[src/rtl/wb_arbiter.sv]
`default_nettype none
// ============================================================================
// Module  : wb_arbiter
// Purpose : Single regfile write-port arbiter. ALU results win outright; MDU
//           results queue in a FIFO and drain into free slots.
// Revision: 1.0 - initial release
// ============================================================================
module wb_arbiter #(
  parameter int DEPTH = 4
) (
  input  logic        clk_i,
  input  logic        rst_i,
  input  logic        alu_valid_i,
  input  logic [4:0]  alu_waddr_i,
  input  logic [31:0] alu_wdata_i,
  input  logic        mdu_valid_i,
  output logic        mdu_ready_o,
  input  logic [4:0]  mdu_waddr_i,
  input  logic [31:0] mdu_wdata_i,
  output logic        we_o,
  output logic [4:0]  waddr_o,
  output logic [31:0] wdata_o,
  output logic        alu_stall_o,
  input  logic [4:0]  qaddr1_i,
  input  logic [4:0]  qaddr2_i,
  output logic        qbusy1_o,
  output logic        qbusy2_o
);

  localparam int PW = $clog2(DEPTH);
  localparam int CW = PW + 1;
  localparam logic [CW-1:0] c_full    = CW'(DEPTH);
  localparam logic [CW-1:0] c_cnt_one = CW'(1);
  localparam logic [PW-1:0] c_ptr_one = PW'(1);

  logic [4:0]    r_fifo_addr [DEPTH];
  logic [31:0]   r_fifo_data [DEPTH];
  logic [PW-1:0] r_wr_ptr;
  logic [PW-1:0] r_rd_ptr;
  logic [CW-1:0] r_count;
  logic [1:0]    r_starve_cnt;
  logic          r_we;
  logic [4:0]    r_waddr;
  logic [31:0]   r_wdata;

  logic w_full;
  logic w_empty;
  logic w_alu_eff;
  logic w_accept;
  logic w_push;
  logic w_pop;

  assign w_full    = (r_count == c_full);
  assign w_empty   = (r_count == '0);
  assign w_alu_eff = alu_valid_i && (alu_waddr_i != 5'd0);
  assign w_accept  = mdu_valid_i && !w_full;
  // Writes to x0 complete the handshake but never occupy a slot.
  assign w_push    = w_accept && (mdu_waddr_i != 5'd0);
  assign w_pop     = !w_alu_eff && !w_empty;

  assign mdu_ready_o = !w_full;
  assign alu_stall_o = w_full && (r_starve_cnt == 2'd3);

  always_ff @(posedge clk_i or posedge rst_i) begin
    if (rst_i) begin
      r_wr_ptr <= '0;
      r_rd_ptr <= '0;
      r_count  <= '0;
    end else begin
      if (w_push) r_wr_ptr <= r_wr_ptr + c_ptr_one;
      if (w_pop)  r_rd_ptr <= r_rd_ptr + c_ptr_one;
      case ({w_push, w_pop})
        2'b10:   r_count <= r_count + c_cnt_one;
        2'b01:   r_count <= r_count - c_cnt_one;
        default: r_count <= r_count;
      endcase
    end
  end

  always_ff @(posedge clk_i) begin
    if (w_push) begin
      r_fifo_addr[r_wr_ptr] <= mdu_waddr_i;
      r_fifo_data[r_wr_ptr] <= mdu_wdata_i;
    end
  end

  always_ff @(posedge clk_i or posedge rst_i) begin
    if (rst_i) begin
      r_starve_cnt <= 2'd0;
    end else if (w_pop) begin
      r_starve_cnt <= 2'd0;
    end else if (!w_empty && w_alu_eff && (r_starve_cnt != 2'd3)) begin
      r_starve_cnt <= r_starve_cnt + 2'd1;
    end
  end

  always_ff @(posedge clk_i or posedge rst_i) begin
    if (rst_i) begin
      r_we    <= 1'b0;
      r_waddr <= 5'd0;
      r_wdata <= 32'd0;
    end else if (w_alu_eff) begin
      r_we    <= 1'b1;
      r_waddr <= alu_waddr_i;
      r_wdata <= alu_wdata_i;
    end else if (w_pop) begin
      r_we    <= 1'b1;
      r_waddr <= r_fifo_addr[r_rd_ptr];
      r_wdata <= r_fifo_data[r_rd_ptr];
    end else begin
      r_we    <= 1'b0;
    end
  end

  assign we_o    = r_we;
  assign waddr_o = r_waddr;
  assign wdata_o = r_wdata;

  // An entry is live when its distance from the read pointer is below count.
  logic [DEPTH-1:0] w_hit1;
  logic [DEPTH-1:0] w_hit2;

  for (genvar gi = 0; gi < DEPTH; gi++) begin : g_entry
    localparam logic [PW-1:0] c_idx = PW'(gi);
    logic [PW-1:0] w_off;
    logic          w_live;
    assign w_off      = c_idx - r_rd_ptr;
    assign w_live     = ({1'b0, w_off} < r_count);
    assign w_hit1[gi] = w_live && (r_fifo_addr[gi] == qaddr1_i);
    assign w_hit2[gi] = w_live && (r_fifo_addr[gi] == qaddr2_i);
  end

  assign qbusy1_o = (qaddr1_i != 5'd0) && (|w_hit1);
  assign qbusy2_o = (qaddr2_i != 5'd0) && (|w_hit2);

endmodule
`default_nettype wire

[config.mk]
export PLATFORM = sky130hd
export DESIGN_NAME = wb_arbiter
export DESIGN_NICKNAME = d
export VERILOG_FILES = /design/src/rtl/wb_arbiter.sv
export SDC_FILE = /design/constraint.sdc
export NUM_CORES = 1
export LEC_CHECK = 0
export ABC_AREA = 1
export BUFFER_PORTS_ARGS = -buffer_cell sky130_fd_sc_hd__buf_2
export CAP_MARGIN = 15
export CORE_ASPECT_RATIO = 1.2
export CORE_MARGIN = 4
export CORE_UTILIZATION = 50
export CTS_BUF_LIST = sky130_fd_sc_hd__clkbuf_4 sky130_fd_sc_hd__clkbuf_8 sky130_fd_sc_hd__clkbuf_16
export DETAILED_ROUTE_END_ITERATION = 10
export PLACE_DENSITY = 0.77
export SLEW_MARGIN = 20
export SYNTH_ARGS = -nofsm -noshare
export SYNTH_HDL_FRONTEND = slang
export SYNTH_SLANG_ARGS = --single-unit
[constraint.sdc]
create_clock -name clk_i -period 8.05 [get_ports clk_i]
set_clock_uncertainty 0.05 [all_clocks]
set_input_delay 0.805 -clock clk_i [delete_from_list [all_inputs] [get_ports clk_i]]
set_output_delay 0.805 -clock clk_i [all_outputs]
set_load 0.005 [all_outputs]
Word-level counts from Yosys, hierarchy flattened
Memories as Yosys holds them, arrays and structs flattened. Cells that the tools add are included.

Add/subtract/negate cells: 9. Equality and inequality tests: 13. Reductions and logical operators: 30. $lt $le $gt $ge: 4. Multiplexer cells: 11.

Operator list (number): two-way mux 32 bit (2); == test 5 bit (8); nonzero test 5 bit (4); logical AND 1 bit (17); less-than comparator 2 x 3 -> 1 bit (4); two-way mux 5 bit (2); OR reduction 4 bit (2); adder 2 x 1 -> 2 bit, second input constant (3); case mux 3 bit (2 select lines) (1); nonzero test 2 bit (3); == test 2 bit, second input constant (2); two-way mux 1 bit (4); two-way mux 2 bit (2); subtractor 1 x 2 -> 2 bit, first input constant (2); subtractor 2 bit, first input constant (2); adder 3 x 1 -> 3 bit, second input constant (1); == test 3 bit, second input constant (1); logical NOT 1 bit (3); logical NOT 3 bit (1); subtractor 3 x 1 -> 3 bit, second input constant (1); == test 2 x 1 -> 1 bit, second input constant (1); inequality test 2 bit, second input constant (1).

Output and inout bits: 42. Logic and storage cells: 76. Register bits after elaboration: 47. RAM bits: 148. Memories: 2.

Memories: r_fifo_data (words 4, bits a word 32, read ports 1, clocked after memory_dff 0, wr ports 1, RTL line 37) `logic [31:0] r_fifo_data [DEPTH];`; r_fifo_addr (words 4, bits a word 5, read ports 5, clocked after memory_dff 0, wr ports 1, RTL line 36) `logic [4:0] r_fifo_addr [DEPTH];`.

Logic depth before layout (Yosys ltp)
Gate-level depths: netlist of run 1.

Depth in word-level cells: 6. Mapped depth: 14. Mapped depth without buffers: 12.

Worst setup path before layout of run 1
Ideal clock, no wire load.

Kind: input port to flip-flop. Start: input mdu_waddr_i[3]. End: memory r_fifo_addr[0][0], enable pin. Slack: 4.942 ns. Buffers on the path: 0. Stages: 4. Arrival time: 2.627 ns. Library setup time: 0.431 ns. Cell sequence: nor3_1 -> nand2_1 -> nand3_2 -> nor2_1.

Cells in the longest elaborated chain, start to end: 4.

Ends and longest elaborated chain: start: declaration (RTL line 18) `input logic [4:0] mdu_waddr_i,`; nonzero test 5 bit (RTL line 58) `assign w_push = w_accept && (mdu_waddr_i != 5'd0);`; logical AND 1 bit (RTL line 58); two-way mux 1 bit (RTL line 81) `if (w_push) begin`; two-way mux 1 bit (implied by the code) (RTL line 82) `r_fifo_addr[r_wr_ptr] <= mdu_waddr_i;`; end: declaration (RTL line 36).

Every way passes these cells.

Worst setup path after layout of run 1
Start: register r_rd_ptr[0]. End: output qbusy1_o.

Cells in the longest elaborated chain, start to end: 5. Elaborated cells on any way between the ends: 14. Classes of those cells: 4 x add/sub; 4 x order compare; 6 x reduce/logical.

Ends and longest elaborated chain: start: declaration (RTL line 39) `logic [PW-1:0] r_rd_ptr;`; start signal: assignment (RTL line 71) `if (w_pop) r_rd_ptr <= r_rd_ptr + c_ptr_one;`; subtractor 1 x 2 -> 2 bit / subtractor 2 bit (equally long branches) (RTL line 127) `assign w_off = c_idx - r_rd_ptr;`; less-than comparator 2 x 3 -> 1 bit (RTL line 128) `assign w_live = ({1'b0, w_off} < r_count);`; logical AND 1 bit (RTL line 129) `assign w_hit1[gi] = w_live && (r_fifo_addr[gi] == qaddr1_i);`; OR reduction 4 bit (*) (RTL line 133) `assign qbusy1_o = (qaddr1_i != 5'd0) && (|w_hit1);`; logical AND 1 bit (*) (RTL line 133); end: declaration (RTL line 26) `output logic qbusy1_o,`.

Every way passes the cells marked *; elsewhere a longest branch is shown, timed or not.

==> impl_metrics.tcl, run 1 <==
set metrics [dict create \
    post_cts_resized 0 \
    start_util 0.512 \
    io_pins 130 \
    crit_buf_inv 3 \
    antenna_found_initial 2 \
    synth_area_leaders "edfxtp_1, nand2_1, dfrtp_1" \
    synthCells 780 \
    hold_viol 0 \
    hold_start "wdata_o[21]$_DFFE_PP0P_" \
    cp_top_family "simple AND/OR/NAND/NOR gates" \
    detailedPlace.worstSlack_ns 4.40 \
    setup_violations 0 \
    max_freq_mhz 261 \
    dpl.cell_count 1100 \
    final_common_cell "nand2_1" \
    ys_warn_count 0 \
    setup_tns_ns 0 \
    p_leak_nw 4.12 \
    ant_nets 0 \
    wl_mm 18.8 \
    status "completed" \
    crit_chain "nand2_2 -> clkinv_2 -> nor2_2 -> inv_1 -> ha_1 -> a31oi_1 -> nand3_1 -> nand2_1 -> nor2_1 -> nor2_1 -> buf_2" \
    postSynthRegisterBits 195 \
    final_cells 1134 \
    dpl-instance-area_sq_um 9190 \
    end_kind "output port" \
    avgRoutedWirePerCell_microns 16.5 \
    grt_max_degree 48 \
    core_region_area_sq_um 16300 \
    regArea_sq_um 5620 \
    powerDensity_nw_per_um2 333 \
    num_rows 51 \
    syn_avg_cell_area_sq_um 10.7 \
    cp_max_fo 34 \
    grt.overflow.total 0 \
    gp_congestion 0.919 \
    yosysUniqueCellTypes 31 \
    htreeDepth 4 \
    post_cts_buffers 0 \
    fin_crit_ns 3.84 \
    final_cell_mix "nand2_1, edfxtp_1, buf_2" \
    timing.critical_path.mode_cell "nor2_1" \
    post_route_cells_drive_above_1_share 0.208 \
    ys_seq_area_frac 0.672 \
    die-area_sq_um 18900 \
    multi_input_area_sq_um 2420 \
    vias 5873 \
    cpPeakStageDelay_ns 0.51 \
    first_iter_violations 442 \
    syn-num-nets 879 \
    fin_crit_sh 0.477 \
    cts_sinks 195 \
    hold_class "flip-flop to flip-flop" \
    rsz0062_at_grt "no" \
    crit_slowest_cell "dfrtp_1" \
    report.power.total_mw 3.27 \
    via_per_inst 5.18 \
    grt_pass1_vias 5751 \
    finalInstanceArea_sq_um 9810 \
    finalWorstSetupSlack_ns 4.21 \
    cts_buffers 17 \
    cp.arrival_ns 2.98 \
    worst_slew_pin_slew_ns 1.07 \
    areaGrowthSynthToFinish_pct 17.2 \
    cts_max_path_buffers 2 \
    start_kind "flip-flop" \
    yosys.area.top_type "edfxtp_1" \
    path_class "flip-flop to output port" \
    required_ns 7.19 \
    syn_area_sq_um 8370 \
    slew_violations 0 \
    fill_cells 1351 \
    clk_pin_slew_ns 0.07 \
    yosys.area.top_type_share 0.531 \
    grtUsageTotal 0.203 \
    drv_cap 0 \
    irDropWorstVdd_mv 0.172 \
    grt_pass1_wl_mm 29.4 \
    layout.nets 1007 \
    drc_errors 0 \
    die_h_microns 150 \
    firstDrtPassIters 5 \
    clock_latency_ns 0.43 \
    cts_hold_repair.buffers 0 \
    tritoncts "yes" \
    r2r-start "r_count[2]$_DFFE_PP0P_" \
    port_buffers 129 \
    root_buffer "clkbuf_16" \
    cp-startpoint "r_rd_ptr[0]$_DFFE_PP0P_" \
    relSlewSlack 0.288 \
    hpwl_mm 12.1 \
    die_x_microns 126 \
]
-- synth_stat cells (all sizes together) --
library cell / number
a21oi: 3
a31oi: 1
buf: 21
clkbuf: 5
clkinv: 1
dfrtp: 47
edfxtp: 148
fa: 1
ha: 10
inv: 50
nand2: 325
nand3: 46
nand4: 38
nor2: 35
nor3: 5
nor4: 1
o21ai: 16
o22ai: 6
xnor2: 10
xor2: 11
-- power by group --
| part | internal, mW | switching [mW] |
|---|---|---|
| sequential | 1.35 | 0.115 |
| combinational | 0.324 | 0.650 |
| clock | 0.465 | 0.363 |
-- routing by layer --
layer	wire [microns]	track usage
met5	8	0
met3	1200	0.0475
met2	9550	0.347
met1	7690	0.256
met4	322	0.0660
-- worst reg2reg max path, cell delays in order, from the launching register on --
cell and delay (ns):
dfrtp_1 0.43, inv_2 0.11, nand3_2 0.15, inv_2 0.06
nor2_4 0.82, ha_1 0.29, inv_1 0.07, fa_1 0.37
a21oi_1 0.14, o21ai_0 0.11, xor2_1 0.15
-- final cells by class --
cell class	count	area share
multi-input combinational	508	0.247
tap	212	0.0271
inverter	51	0.0199
clock inverter	14	0.0157
timing repair buffer	135	0.0725
sequential	195	0.573
antenna	1	0.000255
clock buffer	18	0.0441
-- per-stage QoR --
step / util / hold slack (ns)
global route: 0.600 / 0.462
global placement: 0.563 / 0.410
floorplan: - / 0.403
detailed placement: 0.563 / 0.414
finish: 0.600 / 0.426
CTS: 0.598 / 0.431
-- flip-flops by register name, summed over array words and instances (netlist names) --
| name | flops |
|---|---|
| r_starve_cnt | 2 |
| wdata_o | 32 |
| waddr_o | 5 |
| r_count | 3 |
| r_rd_ptr | 2 |
| we_o | 1 |
| r_fifo_data | 128 |
| r_fifo_addr | 20 |
| r_wr_ptr | 2 |
-- cells by family (layout without fill, tap and decap cells) --
kind of cell / count (synthesis) / after routing / synth area share
AOI/OAI and AO/OA: 26 / 26 / 0.0166
buffers and inverters: 77 / 218 / 0.0429
other: 0 / 1 / 0
and+or+nand+nor: 450 / 450 / 0.230
adders and majority gates: 11 / 11 / 0.0173
DFF: 195 / 195 / 0.672
xor gates and xnor gates: 21 / 21 / 0.0220
-- path summary, 6_finish.rpt --
| kind | endpoint | slack [ns] | cells past startpoint |
|---|---|---|---|
| setup / recovery | qbusy1_o | 4.21 | 11 |
| hold / removal | wdata_o[21]$_DFFE_PP0P_ | 0.43 | 2 |
| setup reg to reg | r_count[2]$_DFFE_PP0P_ | 5.18 | 10 |
| hold reg to reg | wdata_o[21]$_DFFE_PP0P_ | 0.43 | 2 |
| max in group asynchronous | wdata_o[4]$_DFFE_PP0P_ | 7.00 | 3 |
| min in group asynchronous | wdata_o[11]$_DFFE_PP0P_ | 0.50 | 3 |
Note: power is estimated with default switching activity, not from simulation.
==> run 2, diff against run 1 <==
--- a/config.mk
+++ b/config.mk
@@ -5,7 +5,7 @@
 export SDC_FILE = /design/constraint.sdc
 export NUM_CORES = 1
 export LEC_CHECK = 0
-export ABC_AREA = 1
+export ABC_AREA = 0
 export BUFFER_PORTS_ARGS = -buffer_cell sky130_fd_sc_hd__buf_2
 export CAP_MARGIN = 15
 export CORE_ASPECT_RATIO = 1.2
@@ -13,7 +13,7 @@
 export CORE_UTILIZATION = 50
 export CTS_BUF_LIST = sky130_fd_sc_hd__clkbuf_4 sky130_fd_sc_hd__clkbuf_8 sky130_fd_sc_hd__clkbuf_16
 export DETAILED_ROUTE_END_ITERATION = 10
-export PLACE_DENSITY = 0.77
+export PLACE_DENSITY = 0.8
 export SLEW_MARGIN = 20
 export SYNTH_ARGS = -nofsm -noshare
 export SYNTH_HDL_FRONTEND = slang
==> constraint.sdc (replaced) <==
create_clock -name clk_i -period 3.1 [get_ports clk_i]
set_clock_uncertainty 0.05 [all_clocks]
set_input_delay 0.31 -clock clk_i [delete_from_list [all_inputs] [get_ports clk_i]]
set_output_delay 0.31 -clock clk_i [all_outputs]
set_load 0.005 [all_outputs]
==> impl_metrics.tcl, run 2 <==
set metrics [dict create \
    ys_top_cells_by_count "edfxtp_1, dfrtp_1, nand2_1, mux2i_1, mux4_2" \
    die_h_microns 149 \
    root_buffer "clkbuf_16" \
    worst_slew_pin_slew_ns 0.902 \
    grt_pass1_vias 5114 \
    cts_sinks 195 \
    fin_crit_ns 2.75 \
    end_kind "output port" \
    cp_max_fo 9 \
    yosys.area.top_type_share 0.538 \
    start_kind "flip-flop" \
    cpPeakStageDelay_ns 0.50 \
    grtUsageTotal 0.193 \
    fin_crit_sh 0.888 \
    max_freq_mhz 363 \
    timing.critical_path.mode_cell "nor4_1" \
    setup_tns_ns 0 \
    gp_congestion 0.871 \
    clk_pin_slew_ns 0.07 \
    final_core_util 0.599 \
    required_ns 2.74 \
    synthCells 502 \
    synth.most_common_cell "edfxtp_1" \
    num_rows 51 \
    crit_slowest_cell "dfrtp_2" \
    wl_mm 17.6 \
    cp.arrival_ns 2.39 \
    postSynthRegisterBits 195 \
    irDropWorstVdd_mv 0.433 \
    report.power.total_mw 8.55 \
    fin_hold_ws_ns -0.0222 \
    final_common_cell "edfxtp_1" \
    cts_buffers 17 \
    p_leak_nw 3.62 \
    largest_reg_flops 128 \
    hold_class "primary input to asynchronous set/reset pin" \
    via_per_inst 5.49 \
    yosysUniqueCellTypes 38 \
    post_cts_resized 0 \
    post_cts_buffers 0 \
    ys_seq_area_frac 0.680 \
    yosys.area.top_type "edfxtp_1" \
    tritoncts "yes" \
    ys_warn_count 0 \
    io_pins 130 \
    path_class "flip-flop to output port" \
    die-area_sq_um 18700 \
    cts_hold_repair.buffers 0 \
    core_region_area_sq_um 16200 \
    syn_avg_cell_area_sq_um 16.5 \
    violations "hold timing" \
    layout.nets 725 \
    vias 4676 \
    syn-num-nets 601 \
    crit_chain "xnor2_1 -> inv_1 -> ha_1 -> nand2b_1 -> o22ai_1 -> nor4_1 -> nor4_1 -> a21oi_1 -> buf_2" \
    avgRoutedWirePerCell_microns 20.7 \
    synth_area_leaders "edfxtp_1, dfrtp_1, mux4_2" \
    die_x_microns 125 \
    grt.overflow.total 0 \
    synth-edff-count 148 \
    firstDrtPassIters 4 \
    ant_nets 0 \
    setup_violations 0 \
    start_util 0.510 \
    hold_viol 15 \
    slew_violations 0 \
    grt_pass1_wl_mm 27.4 \
    port_buffers 129 \
    final_cell_mix "edfxtp_1, buf_2, dfrtp_1" \
    status "finished with violations" \
    antenna_found_initial 1 \
    drc_errors 0 \
    htreeDepth 4 \
    clock_latency_ns 0.42 \
    rsz0062_at_grt "no" \
    cts_max_path_buffers 2 \
    powerDensity_nw_per_um2 881 \
    post_route_cells_drive_above_1_share 0.343 \
    largest_register "r_fifo_data" \
    first_iter_violations 254 \
    drv_cap 0 \
    hpwl_mm 11.8 \
    synthArstFlopShare 0.241 \
    syn_area_sq_um 8260 \
    grt_max_degree 71 \
    areaGrowthSynthToFinish_pct 17.5 \
    diodes 0 \
    synthFlopType "edfxtp_1" \
    relSlewSlack 0.399 \
]
[run 2: stage by stage]
stage | std cells | area (sq um) | worst slack, ns
after global routing | 851 | 9710 | 0.127
after global placement | 819 | 9120 | 0.620
after CTS | 851 | 9710 | 0.352
final | 851 | 9710 | 0.346
after detailed placement | 819 | 9120 | 0.543
after floorplan | 502 | 8260 | 0.728
[run 2: worst max-delay path, delay by kind of cell (launching register included)]
kind            cells  cell delay, ns
xor+xnor            1            0.25
compound gates      2            0.28
fa+ha+maj           1            0.28
flops               1            0.50
buf+inv             2            0.21
simple gates        3            0.44
[run 2: worst paths after layout]
check	cells after the start	end	from	slack [ns]
setup / recovery	9	qbusy1_o	r_rd_ptr[1]$_DFFE_PP0P_	0.35
setup reg to reg	5	r_fifo_data[1][4]$_DFFE_PP_	r_count[0]$_DFFE_PP0P_	0.84
hold reg to reg	2	wdata_o[4]$_DFFE_PP0P_	wdata_o[4]$_DFFE_PP0P_	0.50
min in group clk_i	3	wdata_o[18]$_DFFE_PP0P_	alu_wdata_i[18]	0.03
max in group asynchronous	2	r_rd_ptr[1]$_DFFE_PP0P_	rst_i	2.43
hold / removal	2	wdata_o[3]$_DFFE_PP0P_	rst_i	-0.02
[run 2: final cells by class]
type                       instances  area (sq um)
inverter                          11          42.5
multi-input combinational        263          2450
clock buffer                      21           503
tap                              212           265
timing repair buffer             138           738
sequential                       195          5620
fill                            1220          6500
clock inverter                    11          86.3
[run 2: kinds of logic (layout without fill, tap and decap cells)]
kind of cell               Yosys count  count (layout)  share of synthesized area
DFF                                195             195                      0.680
xor gates and xnor gates            47              47                     0.0498
adders and majority gates           11              11                     0.0176
AOI/OAI and AO/OA                   51              51                     0.0344
buffers and inverters               44             181                     0.0244
muxes                               76              76                      0.149
and+or+nand+nor                     78              78                     0.0450
[run 2: per-layer routing]
metal,GRT usage,share of wire,vias up
met5,0,0.00074,-
met1,0.220,0.38,2373
li1,-,-,2139
met2,0.355,0.56,139
met3,0.0516,0.052,23
met4,0.0580,0.015,2
[run 2: power by group]
group          switching [mW]  internal, mW
sequential              0.311          3.48
combinational            1.38          1.26
clock                   0.944          1.18
total                    2.63          5.92
==> run 3, diff against run 2 <==
--- a/config.mk
+++ b/config.mk
@@ -10,10 +10,10 @@
 export CAP_MARGIN = 15
 export CORE_ASPECT_RATIO = 1.2
 export CORE_MARGIN = 4
-export CORE_UTILIZATION = 50
+export CORE_UTILIZATION = 35
 export CTS_BUF_LIST = sky130_fd_sc_hd__clkbuf_4 sky130_fd_sc_hd__clkbuf_8 sky130_fd_sc_hd__clkbuf_16
 export DETAILED_ROUTE_END_ITERATION = 10
-export PLACE_DENSITY = 0.8
+export PLACE_DENSITY = 0.61
 export SLEW_MARGIN = 20
 export SYNTH_ARGS = -nofsm -noshare
 export SYNTH_HDL_FRONTEND = slang
==> impl_metrics.tcl, run 3 (synthesized netlist as in run 2, its figures left out) <==
set metrics [dict create \
    status "finished with violations" \
    violations "hold timing" \
    avgRoutedWirePerCell_microns 18.6 \
    vias 4555 \
    fin_crit_ns 2.75 \
    hold_class "primary input to asynchronous set/reset pin" \
    post_cts_resized 0 \
    finalInstanceArea_sq_um 9850 \
    grtUsageTotal 0.140 \
    hold_viol 11 \
    seqPwrFrac 0.446 \
    fin_hold_ws_ns -0.0173 \
    rsz0062_at_grt "no" \
    start_util 0.356 \
    gp_congestion 0.854 \
    clock_latency_ns 0.42 \
    grt_max_degree 71 \
    hpwl_mm 12.5 \
    r2r_slack_ns 0.76 \
    cts_hold_repair.buffers 0 \
    endpoint "qbusy1_o" \
    clockPowerShare 0.236 \
    cts_max_path_buffers 2 \
    final_common_cell "edfxtp_1" \
    dpl-instance-area_sq_um 9300 \
    ant_nets 0 \
    setup_tns_ns 0 \
    reg2reg_to "r_count[2]$_DFFE_PP0P_" \
    p_leak_nw 3.63 \
    antenna_found_initial 1 \
    largest_reg_flops 128 \
    internal_power_mw 5.85 \
    powerDensity_nw_per_um2 858 \
    relSlewSlack 0.464 \
    via_per_inst 4.75 \
    post_route_cells_drive_above_1_share 0.346 \
    path_class "flip-flop to output port" \
    fill_cells 2148 \
    grt_pass1_vias 4988 \
    drc_errors 0 \
    max_freq_mhz 363 \
    firstDrtPassIters 4 \
    drv_cap 0 \
    io_pins 130 \
    irDropWorstVdd_mv 0.424 \
    root_buffer "clkbuf_16" \
    r2r.worst_path.cells 10 \
    r2r-start "r_count[0]$_DFFE_PP0P_" \
    num_rows 61 \
    grt_pass1_wl_mm 27.5 \
    final_cell_mix "edfxtp_1, buf_2, dfrtp_1" \
    die-area_sq_um 26100 \
    die_h_microns 176 \
    wl_mm 17.9 \
    htreeDepth 4 \
    slew_violations 0 \
    cp-startpoint "r_count[1]$_DFFE_PP0P_" \
    layout.nets 728 \
    swShare 0.308 \
    cp_max_fo 6 \
    largest_register "r_fifo_data" \
    tritoncts "yes" \
    post_cts_buffers 0 \
    report.power.total_mw 8.45 \
    p_comb_frac 0.318 \
    required_ns 2.74 \
    power.switching_mw 2.60 \
    cp.arrival_ns 2.39 \
    cts_sinks 195 \
    cts_buffers 17 \
    areaGrowthSynthToFinish_pct 19.2 \
    start_kind "flip-flop" \
    setup_violations 0 \
    clk_pin_slew_ns 0.06 \
    end_kind "output port" \
    fin_crit_sh 0.887 \
    first_iter_violations 228 \
    port_buffers 129 \
    core_region_area_sq_um 23200 \
    die_x_microns 148 \
    worst_slew_pin_slew_ns 0.802 \
    grt.overflow.total 0 \
]
run 3: cell count changes in the layout (fill, tap and decap cells not counted), sizes merged:
cell and delta:
clkinvlp -1, clkbuf -1, inv -3, diode +1, buf +3, clkinv +5
run 3: power groups by stage:
| stage | sequential, mW | combinational [mW] | clock [mW] |
|---|---|---|---|
| after floorplan | 3.74 | 1.86 | 0 |
| after global placement | 3.79 | 2.69 | 0 |
| after detailed placement | 3.83 | 2.76 | 0 |
| after CTS | 3.78 | 2.78 | 2.06 |
| after global routing | 3.84 | 2.98 | 2.17 |
| final | 3.77 | 2.69 | 2.00 |
run 3: metrics by stage:
stage / std cells / worst slack [ns] / utilization / hold slack, ns
floorplan: 502 / 0.728 / - / 0.359
global placement: 925 / 0.601 / 0.401 / 0.444
detailed placement: 925 / 0.559 / 0.401 / 0.462
CTS: 957 / 0.305 / 0.424 / 0.00608
global route: 957 / 0.163 / 0.424 / 0.0184
finish: 958 / 0.349 / 0.424 / -0.0173
run 3: final cells by class:
cell class | instances | area, sq um | share of cell area
inverters | 11 | 41.3 | 0.00419
multi-input cells | 263 | 2450 | 0.249
well taps | 315 | 394 | 0.0400
clock buffers | 20 | 460 | 0.0468
flip-flops and latches | 195 | 5630 | 0.571
diodes | 1 | 2.50 | 0.000254
clock inverters | 12 | 82.6 | 0.00839
repair buffers | 141 | 786 | 0.0798
run 3: layer usage:
layer  share of wire  track usage  routed length (microns)  vias to the layer above
li1                -            -                        -                     2140
met5         0.00062            0                       11                        -
met1            0.43        0.176                     7670                     2274
met4           0.014       0.0447                      254                        2
met2            0.50        0.236                     9000                      116
met3           0.051       0.0413                      912                       23
run 3: worst max-delay path: stages (launching register included):
cell and delay [ns]:
dfrtp_1 0.42, inv_1 0.22, ha_1 0.29, a21boi_0 0.14, o21ba_2 0.25, nor4_1 0.31
nor4_1 0.09, a21oi_1 0.12, buf_2 0.13
run 3: worst min-delay path by stage:
stage	from	to	slack, ns	cells after the start
floorplan	mdu_waddr_i[0]	r_fifo_addr[0][0]$_DFFE_PP_	0.36	0
global placement	r_starve_cnt[1]$_DFFE_PP0P_	r_starve_cnt[1]$_DFFE_PP0P_	0.44	1
detailed placement	r_starve_cnt[1]$_DFFE_PP0P_	r_starve_cnt[1]$_DFFE_PP0P_	0.46	1
CTS	rst_i	wdata_o[2]$_DFFE_PP0P_	0.006	2
global route	alu_wdata_i[10]	wdata_o[10]$_DFFE_PP0P_	0.02	3
finish	rst_i	wdata_o[6]$_DFFE_PP0P_	-0.02	2
